**config.mk**
```make
export PLATFORM = sky130hd
export DESIGN_NAME = mux_n_1_reg
export DESIGN_NICKNAME = d
export VERILOG_FILES = /design/src/rtl/mux_n_1_reg.sv
export SDC_FILE = /design/constraint.sdc
export NUM_CORES = 1
export LEC_CHECK = 0
export CORE_MARGIN = 3
export CORE_UTILIZATION = 45
export DETAILED_ROUTE_END_ITERATION = 7
export GPL_TIMING_DRIVEN = 0
export HOLD_SLACK_MARGIN = 0.12
export MAX_ROUTING_LAYER = met4
export PLACE_DENSITY = 0.91
export SLEW_MARGIN = 40
export SYNTH_ARGS = -nofsm -noshare
export SYNTH_HDL_FRONTEND = slang
export SYNTH_SLANG_ARGS = --single-unit
export TNS_END_PERCENT = 1
```
**constraint.sdc**
```tcl
create_clock -name clk -period 4.2 [get_ports clk]
set_input_delay 0.84 -clock clk [delete_from_list [all_inputs] [get_ports clk]]
set_output_delay 0.84 -clock clk [all_outputs]
set_load 0.01 [all_outputs]
```
**src/rtl/mux_n_1_reg.sv**
```systemverilog
// Registered N:1 multiplexer with a two-entry (output + skid) valid/ready buffer.
// Optional macro MUX_SEL_CHECK_EN: out-of-range select stores zero and raises sticky sel_err.
module mux_n_1_reg #(
    parameter int WIDTH  = 32,
    parameter int NUM_IN = 4,
    parameter int SEL_W  = 2
) (
    input  logic                    clk,
    input  logic                    rst,
    input  logic [NUM_IN*WIDTH-1:0] in_data,
    input  logic [SEL_W-1:0]        sel,
    input  logic                    in_valid,
    output logic                    in_ready,
    output logic [WIDTH-1:0]        out_data,
    output logic                    out_valid,
    input  logic                    out_ready,
    output logic                    sel_err
);

    typedef enum logic [1:0] {
        EMPTY,
        ONE,
        FULL
    } state_t;

    state_t           state_q, state_d;
    logic [WIDTH-1:0] oreg_q, sreg_q, word;
    logic             in_fire, out_fire;
    logic             load_oreg_word, load_oreg_skid, load_sreg;

    // Ready/valid decode from state only, so no out_ready -> in_ready path.
    assign in_ready  = (state_q != FULL);
    assign out_valid = (state_q != EMPTY);
    assign out_data  = oreg_q;
    assign in_fire   = in_valid & in_ready;
    assign out_fire  = out_valid & out_ready;

    always_comb begin
`ifdef MUX_SEL_CHECK_EN
        word = '0;
`else
        word = in_data[WIDTH-1:0];
`endif
        for (int unsigned k = 0; k < NUM_IN; k++) begin
            if (32'(sel) == k) begin
                word = in_data[k*WIDTH +: WIDTH];
            end
        end
    end

    always_comb begin
        state_d        = state_q;
        load_oreg_word = 1'b0;
        load_oreg_skid = 1'b0;
        load_sreg      = 1'b0;
        case (state_q)
            EMPTY: begin
                if (in_fire) begin
                    load_oreg_word = 1'b1;
                    state_d        = ONE;
                end
            end
            ONE: begin
                if (in_fire && out_fire) begin
                    load_oreg_word = 1'b1;
                end else if (in_fire) begin
                    load_sreg = 1'b1;
                    state_d   = FULL;
                end else if (out_fire) begin
                    state_d = EMPTY;
                end
            end
            FULL: begin
                if (out_fire) begin
                    load_oreg_skid = 1'b1;
                    state_d        = ONE;
                end
            end
            default: state_d = EMPTY;
        endcase
    end

    always_ff @(posedge clk) begin
        if (rst) begin
            state_q <= EMPTY;
            oreg_q  <= '0;
            sreg_q  <= '0;
        end else begin
            state_q <= state_d;
            if (load_oreg_word) begin
                oreg_q <= word;
            end else if (load_oreg_skid) begin
                oreg_q <= sreg_q;
            end
            if (load_sreg) begin
                sreg_q <= word;
            end
        end
    end

`ifdef MUX_SEL_CHECK_EN
    logic sel_oor;
    logic sel_err_q;

    assign sel_oor = (32'(sel) >= NUM_IN);
    assign sel_err = sel_err_q;

    always_ff @(posedge clk) begin
        if (rst) begin
            sel_err_q <= 1'b0;
        end else if (in_fire && sel_oor) begin
            sel_err_q <= 1'b1;
        end
    end
`else
    assign sel_err = 1'b0;
`endif

endmodule

```
Yosys cells after proc, flatten, opt, wreduce, memory -nomap -nowiden
Cells that the tools add are included.
{ "word_totals": {"elab_cells": 38, "input_bits": 134, "out_inout_bits": 35, "regBits": 66} }
{ "classes": {"n_bitwise": 2, "muxes": 18, "n_eq_ne": 10, "n_reduce_logical": 5} }
{ "op_table": {"columns": ["op", "n"], "rows": [
  ["two-way mux 32 bit", 5],
  ["two-way mux 2 bit", 5],
  ["inequality test 2 bit (second input constant)", 4],
  ["equality test 2 bit (second input constant)", 3],
  ["two-way mux 1 bit", 6],
  ["case mux 2 bit (3 select lines)", 1],
  ["equality test 2 x 1 -> 1 bit (second input constant)", 2],
  ["AND reduction 4 bit", 1],
  ["nonzero test 2 bit", 2],
  ["inequality test 3 bit (second input constant)", 1],
  ["AND 1 bit", 2],
  ["zero test 2 bit", 1],
  ["case mux 1 bit (2 select lines)", 1],
  ["logical AND 1 bit", 1]
]} }

Logic depth before layout (Yosys ltp)
{ "logic_depth": {"ltp_word": 6, "depth_mapped": 6, "mapped_depth_nobuf": 3} }

Worst setup path after synthesis
Ideal clock, no wire load.
{ "synth_timing": {"path_type": "input to register", "startpoint": "in sel[0]", "endpoint": "reg oreg_q[9] (netlist: out_data[9])", "slack_ps": 2197, "arrival_time_ps": 1861, "path_stages": 5, "n_path_buf": 2, "setup_ps": 141, "required_ps": 4059, "cell_sequence": "buf_6 -> buf_6 -> mux4_1 -> nor3_1 -> a211oi_1"} }
{ "synth_between": {"elab_chain_len": 5, "elab_cells_between_ends": 7, "cone_classes": "eq/ne (3); mux (4)"} }
{ "synth_rtl": {"columns": ["item", "line_no", "source"], "rows": [
  ["from (decl)", "11", "input logic [SEL_W-1:0] sel,"],
  ["equality test 2 x 1 -> 1 bit", "45", "if (32'(sel) == k) begin"],
  ["two-way mux 32 bit (2 in a row)", "45", null],
  ["two-way mux 32 bit *", "45", null],
  ["two-way mux 32 bit *", "90", "if (load_oreg_word) begin"],
  ["to (signal assigned)", "91", "oreg_q <= word;"],
  ["to (signal assigned)", "93", "oreg_q <= sreg_q;"],
  ["to (decl)", "27", "logic [WIDTH-1:0] oreg_q, sreg_q, word;"]
]} }
Mark *: on every way between the ends. The rest lies on a longest branch, timed or not.
A chain may end at the register's enable or synchronous reset.

Final worst setup path
{ "layout_timing": {"startpoint": "reg state_q[0]", "endpoint": "out in_ready"} }
{ "layout_between": {"elab_chain_len": 1} }
{ "layout_rtl": {"columns": ["item", "line_no", "source"], "rows": [
  ["from (decl)", "26", "state_t state_q, state_d;"],
  ["from (signal assigned)", "89", "state_q <= state_d;"],
  ["inequality test 2 bit", "32", "assign in_ready = (state_q != FULL);"],
  ["to (decl)", "13", "output logic in_ready,"]
]} }
No other way between the ends.

==> run summary <==
The number of buffers inserted for hold repair after clock tree synthesis came out at 0. The combinational cell fraction of total power is 0.279. For this run, the leading register cell type out of synthesis is sky130_fd_sc_hd__dfxtp_1. The relative slew slack came out at 0.528. STA classifies the critical path startpoint as a flip-flop. The share of the synthesized area in the top cell type came out at 0.349. The count of unresolved DRC violations after routing came out at 0.

Of the cells placed in the final design, the portion with a size suffix greater than 1 is 0.166. Counting instances in the post-synthesis netlist gives the leading cell types as sky130_fd_sc_hd__nand2_1 (69), sky130_fd_sc_hd__dfxtp_1 (66), sky130_fd_sc_hd__a211oi_1 (33), sky130_fd_sc_hd__a21oi_1 (33), sky130_fd_sc_hd__mux4_2 (28). The number of inserted diodes is 0.

The time the final worst path needs with I/O delays and setup came out at 2.93 ns. The number of buffers and inverters on the critical path is 3. The part of the cycle the worst path needs came out at 0.698. The starting utilization of the core area came out at 0.476. The number of enable flip-flop cells after synthesis came out at 0. The count of fill cells added during filler insertion is 567. The origin of the critical flop-to-flop path is state_q[0]. The maximum net fanout on the critical path came out at 10. Summed over all instances, the cell type with the most area after synthesis is sky130_fd_sc_hd__dfxtp_1. Gates resized during post-CTS repair numbered 0.

The tightest min-delay check is of the flip-flop to flip-flop type. The number of core rows came out at 32. The worst register-to-register path ends at out_data[21]. The tree is rooted in a sky130_fd_sc_hd__clkbuf_8. The final worst setup slack came out at 1.27 ns. The sequential fraction of the synthesis area is 0.349. CTS saw 66 sinks. The H-tree was split into 3 levels. The number of DRC markers after the initial detailed-route iteration came out at 289. The number of failing hold endpoints at the final stage came out at 0.

The worst register-to-register path has a setup slack of 2.51 ns. In this run the remaining antenna-violating nets after routing total 0. Compared with the post-synthesis result, the final layout area differs by 52.0%.

The critical path endpoint is in_ready. The placed wire-length estimate after detailed placement is 10.1 mm. Setup repair after global routing left no endpoint under its margin. The worst voltage drop across the vdd grid is 158 uV. The switching share of total power came out at 0.272. Counting cells, the worst reg-to-reg path comes to 4. The count of different cell masters after synthesis came out at 30. The data required time of the critical path came out at 3.36 ns. The internal portion of the total power is 1.27 mW. After routing, the total negative slack on setup checks comes to 0 ns. The post-CTS setup buffer count came out at 0. The number of top-level design ports came out at 169.

The first-pass iteration count of the detailed router is 5. Before CTS, the worst setup slack after placement is 1.56 ns. The average vias per placed instance is 5.87. STA classifies the critical path endpoint as an output port. TritonCTS built the clock tree.

The netlist area before placement came out at 3790 um2. The Yosys step of the flow raised 0 warnings. The clock transition at the registers of the reported paths is 0.07 ns.

The final standard cell utilization of the core came out at 0.723. The floorplan die height is 97.8 um. The maximum single-stage delay on the critical path is 0.54 ns.

The number of nets in the synthesized netlist is 515. Of the total power, registers draw 0.398. The maximum clock insertion buffer count came out at 2. The CTS buffer count came out at 9.

The number of instances in the synthesized netlist came out at 381. For the worst-skew pair, the clock arrives at the later sink with an insertion delay of 0.35 ns. The final setup violation count came out at 0. The relative contribution of the clock network to total power came out at 0.323. In this run the power spent charging and discharging nets is 472 uW.

The total length of routed wires came out at 12.7 mm. The signal on the critical path passes through clkinv_1 -> clkbuf_1 -> nand2_1 -> clkdlybuf4s50_1. In this run the number of cells on the critical path is 4. The count of port buffers added during placement is 164. The floorplan die width is 97.8 um. The mean routed wirelength per cell came out at 19.2 um. The most common cell in the synthesized netlist is sky130_fd_sc_hd__nand2_1. The via count of the first global-routing pass is 4097.

The critical path is of the flip-flop to output port type. The first global-routing pass estimated 20.3 mm of wire. The placeable core region came out at 7970 um2. The number of storage elements in the synthesis netlist is 66. The largest individual stage delay along the critical path comes from the cell sky130_fd_sc_hd__clkdlybuf4s50_1.

The via count came out at 3886. The final estimated routing congestion in global placement came out at 0.880. The area enclosed by the die boundary is 9560 um2.

By area the synthesized netlist is led by sky130_fd_sc_hd__dfxtp_1 (35%), sky130_fd_sc_hd__mux4_2 (17%), sky130_fd_sc_hd__a311oi_2 (7.9%), sky130_fd_sc_hd__nand2_1 (6.8%), sky130_fd_sc_hd__a211oi_1 (6.5%). The overall routing resource usage came out at 0.274. The pin count of the biggest net entering global routing is 11. The post-synthesis average cell area is 9.95 um2. The count of pins over their slew limit came out at 0. The async set or reset register ratio after synthesis is 0.

The flow ran to the end, and the final reports show no timing, DRC or antenna violations. The total power is 1.74 mW. Derived from the worst setup path, the maximum achievable clock frequency is 341 MHz. The slew at the pin closest to its max-slew limit is 0.708 ns. Between clock sinks in the finished design, the worst skew comes to 0.00865 ns. The source of the critical timing path is state_q[0]. Summed over all layers, the global routing overflow is 0.

In this run the static leakage power is 2.03 nW. The final net count came out at 690. The number of max-cap violations is 0.

On the critical path the largest part of the delay comes from buffers and inverters. The cell area power density came out at 302 nW/um2. The data arrival time of the critical path came out at 2.09 ns. The initial antenna violation count is 0.
[cell usage in the layout (no fill, tap or decap), drive strengths merged, types with 10 or more instances in the layout]
master / netlist / layout
clkdlybuf4s50: 0 / 164
nand2: 69 / 69
dfxtp: 66 / 66
a211oi: 33 / 33
a21oi: 33 / 33
mux4: 32 / 32
clkbuf: 18 / 31
buf: 29 / 29
nand3: 22 / 22
o21ai: 22 / 22
a311oi: 22 / 22
mux2i: 10 / 10
nor3: 10 / 10
[registers in the layout (all words and copies together) (netlist names)]
register	flops
sreg_q	32
out_data	32
state_q	2
[worst min-delay path by stage]
stage | from | cells past startpoint | to
CTS | sreg_q[19] | 2 | sreg_q[19]
global placement | sreg_q[24] | 2 | sreg_q[24]
detailed placement | sreg_q[19] | 2 | sreg_q[19]
global route | sreg_q[8] | 2 | sreg_q[8]
floorplan | sreg_q[0] | 2 | sreg_q[0]
finish | sreg_q[19] | 2 | sreg_q[19]
[cell type report]
class / count / area [um2] / area share
well taps: 102 / 128 / 0.0221
clock inverters: 2 / 35.0 / 0.00608
inverters: 1 / 3.75 / 0.000651
plain buffers: 47 / 258 / 0.0447
repair buffers: 164 / 1640 / 0.285
multi-input cells: 267 / 2210 / 0.383
clock buffers: 13 / 169 / 0.0293
flip-flops and latches: 66 / 1320 / 0.229
[per-layer routing]
metal,global-route usage,vias up,routed length [um]
li1,-,1793,-
met1,0.319,1837,4820
met2,0.468,216,6630
met3,0.0507,40,888
met4,0.109,0,348
met5,-,-,0
[worst reg2reg max path: cells and delay by family (launching register included)]
kind,cells,cell delay (ns)
buffers and inverters,2,0.55
flip-flops,1,0.52
AO/OA/AOI/OAI,2,0.48
[kinds of logic after synthesis]
logic type / synth area share
AO/OA/AOI/OAI: 0.226
multiplexers: 0.224
flip-flops: 0.349
buffers and inverters: 0.0690
AND/OR/NAND/NOR: 0.131
other: 0.000989
[power by group through the flow]
stage	Sequential [mW]	Clock (mW)	Combinational (mW)
6_report	0.693	0.561	0.485
5_1_grt	0.696	0.588	0.516
4_1_cts	0.692	0.557	0.482
3_5_place_dp	0.705	0	0.478
3_3_place_gp	0.703	0	0.465
2_1_floorplan	0.714	0	0.225
[through the flow]
stage	instances	hold slack [ns]	cell area [um2]
after floorplan	381	0.433	3790
after detailed placement	647	0.443	5560
after global routing	662	0.479	5760
after CTS	662	0.454	5760
final	662	0.458	5760
after global placement	647	0.438	5560
Power figures use the tool's default switching activity.
